## src/rtl/id_stage.sv

```systemverilog
// ---------------------------------------------------------------------------
// id_stage : instruction-decode stage of a 5-stage MIPS pipeline.
//
// Holds the 32x32 register file, decodes the current instruction, resolves
// beq/bne/j in this stage, detects load-use and branch-operand hazards and
// registers the decoded instruction into the ID/EX pipeline register.
//
// Ports
//   clk, rst                 rising-edge clock, asynchronous active-high reset
//   if_inst, if_pc4          instruction from fetch (0 = bubble) and its PC+1
//   ex_wreg, ex_m2reg, ex_rd EX-stage write enable / is-load / destination
//   mem_wreg, mem_rd         MEM-stage write enable / destination
//   wb_wreg, wb_rd, wb_data  register-file write port from WB
//   stall                    hold fetch PC and bubble the fetch output
//   ctrl_branch, nid_pc      taken branch and its target
//   id_jmp, id_jmp_pc        jump and its target
//   ex_*                     ID/EX pipeline register contents
// ---------------------------------------------------------------------------
module id_stage (
  input  logic        clk,
  input  logic        rst,
  input  logic [31:0] if_inst,
  input  logic [31:0] if_pc4,
  input  logic        ex_wreg,
  input  logic        ex_m2reg,
  input  logic [4:0]  ex_rd,
  input  logic        mem_wreg,
  input  logic [4:0]  mem_rd,
  input  logic        wb_wreg,
  input  logic [4:0]  wb_rd,
  input  logic [31:0] wb_data,
  output logic        stall,
  output logic        ctrl_branch,
  output logic [31:0] nid_pc,
  output logic        id_jmp,
  output logic [31:0] id_jmp_pc,
  output logic [31:0] ex_pc4,
  output logic [31:0] ex_a,
  output logic [31:0] ex_b,
  output logic [31:0] ex_imm,
  output logic [4:0]  ex_shamt,
  output logic [4:0]  ex_dst,
  output logic [3:0]  ex_aluc,
  output logic        ex_wreg_o,
  output logic        ex_m2reg_o,
  output logic        ex_wmem,
  output logic        ex_aluimm,
  output logic        ex_shift
);

  // Opcodes
  localparam logic [5:0] OP_RTYPE = 6'h00;
  localparam logic [5:0] OP_J     = 6'h02;
  localparam logic [5:0] OP_BEQ   = 6'h04;
  localparam logic [5:0] OP_BNE   = 6'h05;
  localparam logic [5:0] OP_ADDI  = 6'h08;
  localparam logic [5:0] OP_ANDI  = 6'h0c;
  localparam logic [5:0] OP_ORI   = 6'h0d;
  localparam logic [5:0] OP_LW    = 6'h23;
  localparam logic [5:0] OP_SW    = 6'h2b;

  // R-type function codes
  localparam logic [5:0] FN_SLL = 6'h00;
  localparam logic [5:0] FN_SRL = 6'h02;
  localparam logic [5:0] FN_SRA = 6'h03;
  localparam logic [5:0] FN_ADD = 6'h20;
  localparam logic [5:0] FN_SUB = 6'h22;
  localparam logic [5:0] FN_AND = 6'h24;
  localparam logic [5:0] FN_OR  = 6'h25;
  localparam logic [5:0] FN_NOR = 6'h27;
  localparam logic [5:0] FN_SLT = 6'h2a;

  // ALU operation encoding carried in ex_aluc
  localparam logic [3:0] INST_TYPE_ADD = 4'd0;
  localparam logic [3:0] INST_TYPE_SUB = 4'd1;
  localparam logic [3:0] INST_TYPE_AND = 4'd2;
  localparam logic [3:0] INST_TYPE_OR  = 4'd3;
  localparam logic [3:0] INST_TYPE_NOR = 4'd4;
  localparam logic [3:0] INST_TYPE_SLT = 4'd5;
  localparam logic [3:0] INST_TYPE_SLL = 4'd6;
  localparam logic [3:0] INST_TYPE_SRL = 4'd7;
  localparam logic [3:0] INST_TYPE_SRA = 4'd8;

  typedef enum logic [0:0] {
    ST_NORMAL = 1'b0,
    ST_REPLAY = 1'b1
  } hold_state_e;

  // Hold FSM state
  hold_state_e state_q, state_d;
  logic [31:0] hold_inst_q, hold_inst_d;
  logic [31:0] hold_pc4_q, hold_pc4_d;

  // Register file
  logic [31:0] rf_q [32];

  // Current instruction and its fields
  logic [31:0] cur_inst_s;
  logic [31:0] cur_pc4_s;
  logic [5:0]  op_s;
  logic [4:0]  rs_s;
  logic [4:0]  rt_s;
  logic [4:0]  rd_s;
  logic [4:0]  shamt_s;
  logic [5:0]  funct_s;
  logic [15:0] imm16_s;

  // R-type sub-decode
  logic        r_valid_s;
  logic        r_shift_s;
  logic [3:0]  r_aluc_s;

  // Decoded control
  logic        dec_wreg_s;
  logic        dec_m2reg_s;
  logic        dec_wmem_s;
  logic        dec_aluimm_s;
  logic        dec_shift_s;
  logic        dec_sext_s;
  logic        dec_dst_rt_s;
  logic        dec_use_rs_s;
  logic        dec_use_rt_s;
  logic        dec_beq_s;
  logic        dec_bne_s;
  logic        dec_j_s;
  logic [3:0]  dec_aluc_s;

  // Operands and hazard terms
  logic [31:0] rs_data_s;
  logic [31:0] rt_data_s;
  logic [31:0] imm_ext_s;
  logic [31:0] br_off_s;
  logic [4:0]  dst_s;
  logic        load_use_s;
  logic        br_dep_s;
  logic        stall_s;
  logic        ops_equal_s;

  // ID/EX pipeline register
  logic [31:0] ex_pc4_q, ex_a_q, ex_b_q, ex_imm_q;
  logic [4:0]  ex_shamt_q, ex_dst_q;
  logic [3:0]  ex_aluc_q;
  logic        ex_wreg_q, ex_m2reg_q, ex_wmem_q, ex_aluimm_q, ex_shift_q;

  // While replaying, fetch is presenting a bubble, so the held copy is used.
  assign cur_inst_s = (state_q == ST_REPLAY) ? hold_inst_q : if_inst;
  assign cur_pc4_s  = (state_q == ST_REPLAY) ? hold_pc4_q  : if_pc4;

  assign op_s    = cur_inst_s[31:26];
  assign rs_s    = cur_inst_s[25:21];
  assign rt_s    = cur_inst_s[20:16];
  assign rd_s    = cur_inst_s[15:11];
  assign shamt_s = cur_inst_s[10:6];
  assign funct_s = cur_inst_s[5:0];
  assign imm16_s = cur_inst_s[15:0];

  // Register file write port; entry 0 is never written and stays zero.
  always_ff @(posedge clk or posedge rst) begin
    if (rst) begin
      for (int i = 0; i < 32; i++) begin
        rf_q[i] <= 32'd0;
      end
    end else if (wb_wreg && (wb_rd != 5'd0)) begin
      rf_q[wb_rd] <= wb_data;
    end
  end

  // Combinational reads with a bypass of the write happening this cycle.
  assign rs_data_s = (rs_s == 5'd0) ? 32'd0 :
                     (wb_wreg && (wb_rd == rs_s)) ? wb_data : rf_q[rs_s];
  assign rt_data_s = (rt_s == 5'd0) ? 32'd0 :
                     (wb_wreg && (wb_rd == rt_s)) ? wb_data : rf_q[rt_s];

  // R-type function decode
  always_comb begin
    r_valid_s = 1'b1;
    r_shift_s = 1'b0;
    r_aluc_s  = INST_TYPE_ADD;
    case (funct_s)
      FN_ADD: r_aluc_s = INST_TYPE_ADD;
      FN_SUB: r_aluc_s = INST_TYPE_SUB;
      FN_AND: r_aluc_s = INST_TYPE_AND;
      FN_OR:  r_aluc_s = INST_TYPE_OR;
      FN_NOR: r_aluc_s = INST_TYPE_NOR;
      FN_SLT: r_aluc_s = INST_TYPE_SLT;
      FN_SLL: begin r_aluc_s = INST_TYPE_SLL; r_shift_s = 1'b1; end
      FN_SRL: begin r_aluc_s = INST_TYPE_SRL; r_shift_s = 1'b1; end
      FN_SRA: begin r_aluc_s = INST_TYPE_SRA; r_shift_s = 1'b1; end
      default: r_valid_s = 1'b0;
    endcase
  end

  // Main decoder; an all-zero word is a fetch bubble, not sll $0,$0,0.
  always_comb begin
    dec_wreg_s   = 1'b0;
    dec_m2reg_s  = 1'b0;
    dec_wmem_s   = 1'b0;
    dec_aluimm_s = 1'b0;
    dec_shift_s  = 1'b0;
    dec_sext_s   = 1'b1;
    dec_dst_rt_s = 1'b0;
    dec_use_rs_s = 1'b0;
    dec_use_rt_s = 1'b0;
    dec_beq_s    = 1'b0;
    dec_bne_s    = 1'b0;
    dec_j_s      = 1'b0;
    dec_aluc_s   = INST_TYPE_ADD;
    if (cur_inst_s == 32'd0) begin
      dec_wreg_s = 1'b0;
    end else begin
      case (op_s)
        OP_RTYPE: begin
          if (r_valid_s) begin
            dec_wreg_s   = 1'b1;
            dec_aluc_s   = r_aluc_s;
            dec_shift_s  = r_shift_s;
            dec_use_rt_s = 1'b1;
            // shifts take their amount from shamt, rs is not read
            dec_use_rs_s = ~r_shift_s;
          end else begin
            dec_wreg_s = 1'b0;
          end
        end
        OP_ADDI: begin
          dec_wreg_s = 1'b1; dec_aluimm_s = 1'b1; dec_dst_rt_s = 1'b1;
          dec_use_rs_s = 1'b1; dec_aluc_s = INST_TYPE_ADD;
        end
        OP_ANDI: begin
          dec_wreg_s = 1'b1; dec_aluimm_s = 1'b1; dec_dst_rt_s = 1'b1;
          dec_use_rs_s = 1'b1; dec_sext_s = 1'b0; dec_aluc_s = INST_TYPE_AND;
        end
        OP_ORI: begin
          dec_wreg_s = 1'b1; dec_aluimm_s = 1'b1; dec_dst_rt_s = 1'b1;
          dec_use_rs_s = 1'b1; dec_sext_s = 1'b0; dec_aluc_s = INST_TYPE_OR;
        end
        OP_LW: begin
          dec_wreg_s = 1'b1; dec_m2reg_s = 1'b1; dec_aluimm_s = 1'b1;
          dec_dst_rt_s = 1'b1; dec_use_rs_s = 1'b1; dec_aluc_s = INST_TYPE_ADD;
        end
        OP_SW: begin
          dec_wmem_s = 1'b1; dec_aluimm_s = 1'b1; dec_use_rs_s = 1'b1;
          dec_use_rt_s = 1'b1; dec_aluc_s = INST_TYPE_ADD;
        end
        OP_BEQ: begin
          dec_beq_s = 1'b1; dec_use_rs_s = 1'b1; dec_use_rt_s = 1'b1;
          dec_aluc_s = INST_TYPE_SUB;
        end
        OP_BNE: begin
          dec_bne_s = 1'b1; dec_use_rs_s = 1'b1; dec_use_rt_s = 1'b1;
          dec_aluc_s = INST_TYPE_SUB;
        end
        OP_J: begin
          dec_j_s = 1'b1;
        end
        default: begin
          dec_wreg_s = 1'b0;
        end
      endcase
    end
  end

  assign imm_ext_s = dec_sext_s ? {{16{imm16_s[15]}}, imm16_s} : {16'd0, imm16_s};
  assign br_off_s  = {{16{imm16_s[15]}}, imm16_s};
  assign dst_s     = dec_dst_rt_s ? rt_s : rd_s;

  // Load-use: the value is only available after MEM, one bubble is needed.
  assign load_use_s = ex_wreg && ex_m2reg && (ex_rd != 5'd0) &&
                      ((dec_use_rs_s && (rs_s == ex_rd)) ||
                       (dec_use_rt_s && (rt_s == ex_rd)));

  // Branches compare in ID, so any producer still in EX or MEM must finish.
  assign br_dep_s = (dec_beq_s || dec_bne_s) &&
                    ((ex_wreg && (ex_rd != 5'd0) &&
                      ((rs_s == ex_rd) || (rt_s == ex_rd))) ||
                     (mem_wreg && (mem_rd != 5'd0) &&
                      ((rs_s == mem_rd) || (rt_s == mem_rd))));

  assign stall_s     = load_use_s || br_dep_s;
  assign ops_equal_s = (rs_data_s == rt_data_s);

  assign stall       = stall_s;
  assign ctrl_branch = ((dec_beq_s && ops_equal_s) || (dec_bne_s && !ops_equal_s)) && !stall_s;
  assign nid_pc      = cur_pc4_s + br_off_s;
  assign id_jmp      = dec_j_s && !stall_s;
  assign id_jmp_pc   = {cur_pc4_s[31:26], cur_inst_s[25:0]};

  // Hold FSM state and held-instruction registers
  always_ff @(posedge clk or posedge rst) begin
    if (rst) begin
      state_q     <= ST_NORMAL;
      hold_inst_q <= 32'd0;
      hold_pc4_q  <= 32'd0;
    end else begin
      state_q     <= state_d;
      hold_inst_q <= hold_inst_d;
      hold_pc4_q  <= hold_pc4_d;
    end
  end

  // Hold FSM next state: capture on the first stalled cycle, release when clear
  always_comb begin
    state_d     = state_q;
    hold_inst_d = hold_inst_q;
    hold_pc4_d  = hold_pc4_q;
    case (state_q)
      ST_NORMAL: begin
        if (stall_s) begin
          hold_inst_d = if_inst;
          hold_pc4_d  = if_pc4;
          state_d     = ST_REPLAY;
        end else begin
          state_d = ST_NORMAL;
        end
      end
      ST_REPLAY: begin
        if (stall_s) begin
          state_d = ST_REPLAY;
        end else begin
          state_d     = ST_NORMAL;
          hold_inst_d = 32'd0;
          hold_pc4_d  = 32'd0;
        end
      end
      default: begin
        state_d = ST_NORMAL;
      end
    endcase
  end

  // ID/EX register; a stall turns the issued slot into a bubble
  always_ff @(posedge clk or posedge rst) begin
    if (rst) begin
      ex_pc4_q    <= 32'd0;
      ex_a_q      <= 32'd0;
      ex_b_q      <= 32'd0;
      ex_imm_q    <= 32'd0;
      ex_shamt_q  <= 5'd0;
      ex_dst_q    <= 5'd0;
      ex_aluc_q   <= 4'd0;
      ex_wreg_q   <= 1'b0;
      ex_m2reg_q  <= 1'b0;
      ex_wmem_q   <= 1'b0;
      ex_aluimm_q <= 1'b0;
      ex_shift_q  <= 1'b0;
    end else begin
      ex_pc4_q    <= cur_pc4_s;
      ex_a_q      <= rs_data_s;
      ex_b_q      <= rt_data_s;
      ex_imm_q    <= imm_ext_s;
      ex_shamt_q  <= shamt_s;
      ex_dst_q    <= dst_s;
      ex_aluc_q   <= dec_aluc_s;
      ex_aluimm_q <= dec_aluimm_s;
      ex_shift_q  <= dec_shift_s;
      ex_wreg_q   <= dec_wreg_s  && !stall_s;
      ex_m2reg_q  <= dec_m2reg_s && !stall_s;
      ex_wmem_q   <= dec_wmem_s  && !stall_s;
    end
  end

  assign ex_pc4     = ex_pc4_q;
  assign ex_a       = ex_a_q;
  assign ex_b       = ex_b_q;
  assign ex_imm     = ex_imm_q;
  assign ex_shamt   = ex_shamt_q;
  assign ex_dst     = ex_dst_q;
  assign ex_aluc    = ex_aluc_q;
  assign ex_wreg_o  = ex_wreg_q;
  assign ex_m2reg_o = ex_m2reg_q;
  assign ex_wmem    = ex_wmem_q;
  assign ex_aluimm  = ex_aluimm_q;
  assign ex_shift   = ex_shift_q;

endmodule

```

## config.mk

```make
export PLATFORM = sky130hd
export DESIGN_NAME = id_stage
export DESIGN_NICKNAME = d
export VERILOG_FILES = /design/src/rtl/id_stage.sv
export SDC_FILE = /design/constraint.sdc
export NUM_CORES = 2
export LEC_CHECK = 0
export BUFFER_PORTS_ARGS = -buffer_cell sky130_fd_sc_hd__buf_2
export CAP_MARGIN = 20
export CORE_MARGIN = 2
export CORE_UTILIZATION = 50
export CTS_CLUSTER_SIZE = 40
export DETAILED_ROUTE_END_ITERATION = 16
export HOLD_SLACK_MARGIN = 0.15
export PLACE_DENSITY = 0.79
export SETUP_SLACK_MARGIN = 0.4
export SLEW_MARGIN = 10
export SYNTH_ARGS = -nofsm -noshare
export SYNTH_HDL_FRONTEND = slang
export SYNTH_SLANG_ARGS = --single-unit
export TNS_END_PERCENT = 10
```

## constraint.sdc

```tcl
create_clock -name clk -period 48.9 [get_ports clk]
set_input_delay 4.89 -clock clk [delete_from_list [all_inputs] [get_ports clk]]
set_output_delay 4.89 -clock clk [all_outputs]
set_load 0.03 [all_outputs]
```

==> key figures <==
Status
  • Outcome: finished, final reports clean

Floorplanning
  • Die area: about 140000 sq um
  • Die Height: around 370 microns
  • Row count: between 100 and 150
  • CORE AREA: around 130000 sq um
  • Initial core utilization: between 50% and 60%
  • I/O Pins: 331
  • Die Span X: between 300 and 400 microns

Timing
  • Fin crit share: between 30% and 40%
  • Achievable frequency: 59.2 MHz
  • Final Skew: 0.0341 ns
  • Final hold vios: 0
  • Slew @ Worst Pin: ~1.3 ns
  • Unrepaired setup endpoints after global routing: no
  • # setup viols final: 0
  • Slew Viols, Final: 0
  • Post-route setup TNS: 0 ns
  • Worst relative slew slack: approximately an eighth
  • Min cycle time layout: approximately 17 ns

Finish
  • Layout fillers: 11100
  • Post-synthesis to final-layout area growth: 10.4%
  • # nets final: approximately 7000
  • Share of cells above drive strength 1: around a quarter

Synthesis
  • Average size of a mapped cell: 9.56 sq um
  • Adder-cell share of the synthesized area: less than 1%
  • Ys async rst share: 100%
  • Simple-Gate Fraction of Synth Area: a little under a fifth
  • Mapped Area: 66900 sq um
  • Yosys top cell area share: between 40% and 50%
  • Post-synth EDFFs: 0
  • Sequential-to-total area share from yosys stat: a little under half
  • Yosys warns: 0
  • Post-synthesis compound-gate area fraction: 8.36%
  • Synth top cells by count: 1830 x nand2_1, 1216 x dfrtp_1, 996 x mux2_2
  • Post-Synth XOR/XNOR Area: 1.21%
  • Mapped Cells: approximately 7000
  • Syn Nets: roughly 7100
  • Count leader, synth: nand2_1
  • Multiplexer area fraction after synthesis: approximately a fifth
  • Ys flop type: dfrtp_1
  • Largest family of logic cells by synthesized area: multiplexers
  • Synth Register Bits: 1216
  • Post-synth cell types: between 80 and 90
  • Largest cells by area after synthesis: dfrtp_1 46%, mux2_2 17%, nand2_1 10%, nand3_1 4.8%, clkbuf_1 2.1%
  • Area leader, netlist: dfrtp_1

Worst setup path
  • CP endpoint kind: primary output
  • Critical path's top delay family: simple AND/OR/NAND/NOR gates
  • Worst r2r src: state_q
  • Required @ worst endpoint: ~44 ns
  • Crit. Startpoint: if_inst[21]
  • Crit-path max cell delay: about 0.90 ns
  • CP cell instances: buf_2 -> mux2i_4 -> buf_4 -> buf_4 -> nand3_2 -> nand2_2 -> nor2_2 -> a222oi_1 -> xor2_1 -> nand4_1 -> or4_1 -> nor4_2 -> mux2i_1 -> buf_2
  • Startpoint types: input pin
  • CP max FO: between 50 and 60
  • Crit path max-delay cell type: nor4_2
  • Critical path type: input pin to primary output
  • Critical Path AT: about 12 ns
  • Buf+Inv Stages, Crit Path: 4

CTS
  • TritonCTS clock tree: built
  • Post-CTS Hold Fix Bufs: 0
  • Root buffer cell: clkbuf_16
  • Postcts setup bufs: 0
  • H-Tree Level Count: 4
  • CTS Buf Count: 131
  • Cts repair resizes: 0
  • Clock buffer depth: 3
  • Clock slew at reported path FFs: approximately 0.06 ns
  • Clock Sinks: about 1200
  • Clk_lat worst skew: 0.81 ns

Power
  • Leakage: approximately 33 nW
  • Seq pwr share: 44.5%
  • Power density cells: slightly above 40 nW/um^2
  • Max VDD drop: roughly 0.042 mV
  • Total net switching power: around 0.00092 W
  • Clock network fraction of total power: a little over a third
  • Combinational Power Share: 20.4%
  • Total Power: between 0.002 and 0.003 W
  • Internal: about 0.0021 W
  • Sw Share: a little under a third

Run
  • Max-Cap Viols: 0

Placed design
  • Port-buffer cells: 330
  • Routability cong.: 0.937
  • Hpwl dp: between 100000 and 150000 microns

Global route
  • Antenna violations before repair: 28
  • Pin count of the biggest net entering global routing: 177
  • Overflow after GRT: 0
  • Vias in the first global route: between 50000 and 60000
  • First-pass GRT wire length: roughly 360000 microns
  • Tot GR Track Use: a little over a third

Drt
  • DRT iter0 DRCs: 9748
  • # DRC: 0
  • Via density: just under 7
  • Final ANT Viol Nets: 0
  • Post-Route WL: 244000 microns
  • Drt wl/cell: around 28 microns
  • Vias: around 60000
  • Pre-antenna DRT Iters: 9

Hold path
  • Critical hold path startpoint: rf_q[1010]
  • Worst hold-check path type: flip-flop to flip-flop
power groups by stage:
stage                     clock network [W]  registers (W)  logic, W
final                               0.00105        0.00132  0.000606
after CTS                           0.00105        0.00132  0.000594
after global routing                0.00109        0.00134  0.000650
after global placement                    0        0.00132  0.000570
after floorplan                           0        0.00131  0.000426
after detailed placement                  0        0.00133  0.000589
final timing paths:
check / slack, ns / end / cells past startpoint
max reg2reg: 42.35 / hold_inst_q[17] / 15
max: 32.02 / ctrl_branch / 14
min: 0.40 / rf_q[1010] / 0
min in group asynchronous: 4.31 / ex_pc4[3] / 2
min reg2reg: 0.40 / rf_q[1010] / 0
max in group asynchronous: 39.76 / rf_q[794] / 7
state kept, by name, summed over array words and instances, names as in the netlist:
register	count
hold_inst_q	32
ex_aluc	4
ex_aluimm	1
ex_wmem	1
hold_pc4_q	32
rf_q	1024
ex_imm	13
ex_pc4	32
state_q	1
ex_shamt	4
ex_a	32
ex_wreg_o	1
ex_dst	5
ex_m2reg_o	1
ex_b	32
ex_shift	1
metrics by stage:
stage / setup WS [ns] / hold slack [ns] / utilization (%) / instance area (sq um) / cells
after floorplan: 9.75 / 0.440 / - / 66900 / 6997
after global placement: 32.40 / 0.379 / 52.0 / 69300 / 8528
after detailed placement: 32.45 / 0.382 / 52.1 / 69300 / 8529
after CTS: 32.47 / 0.396 / 55.4 / 73800 / 8761
after global routing: 32.16 / 0.417 / 55.4 / 73800 / 8766
final: 32.02 / 0.399 / 55.4 / 73800 / 8776
layout by cell type (no fill, tap or decap), drive strengths merged, types with 117 or more instances in the layout:
cell type  Yosys  layout
mux2         996     996
nand3        638     638
buf          316     457
and3         136     136
a21oi        163     163
a311oi       140     140
clkbuf       377     187
nand2       1831    1831
dfrtp       1216    1216
mux2i        130     130
a31oi        117     117
per-layer routing:
layer	part of all wire (%)	vias to the layer above	GRT usage [%]
met5	0.086	-	0.392
met4	8.7	22	25.2
met3	15	1414	12.5
met2	42	4966	49.7
met1	34	28900	43.5
li1	-	24400	-
final cells by class:
class	count	area, sq um	area share [%]
flip-flops and latches	1216	30400	41.2
diodes	15	37.5	0.0509
well taps	1768	2210	3.00
multi-input cells	5005	33600	45.5
clock buffers	187	3870	5.25
repair buffers	457	2730	3.70
inverters	83	349	0.473
clock inverters	45	591	0.800
worst register-to-register path, delay by kind of cell (launching register included):
| family | cells | cell delay [ns] |
|---|---|---|
| buffers and inverters | 6 | 3.61 |
| flip-flops | 1 | 0.94 |
| multiplexers | 2 | 0.77 |
| AND/OR/NAND/NOR | 4 | 0.65 |
| XOR/XNOR | 1 | 0.25 |
| AO/OA/AOI/OAI | 2 | 0.19 |
cells by family (layout without fill, tap and decap cells):
family | count (synthesis) | in the layout
flops | 1216 | 1216
mux | 1182 | 1182
buf+inv | 776 | 772
fa+ha+maj | 32 | 32
compound gates | 805 | 805
xor+xnor | 91 | 91
other cells | 0 | 15
simple gates | 2895 | 2895
Power figures use the tool's default switching activity.
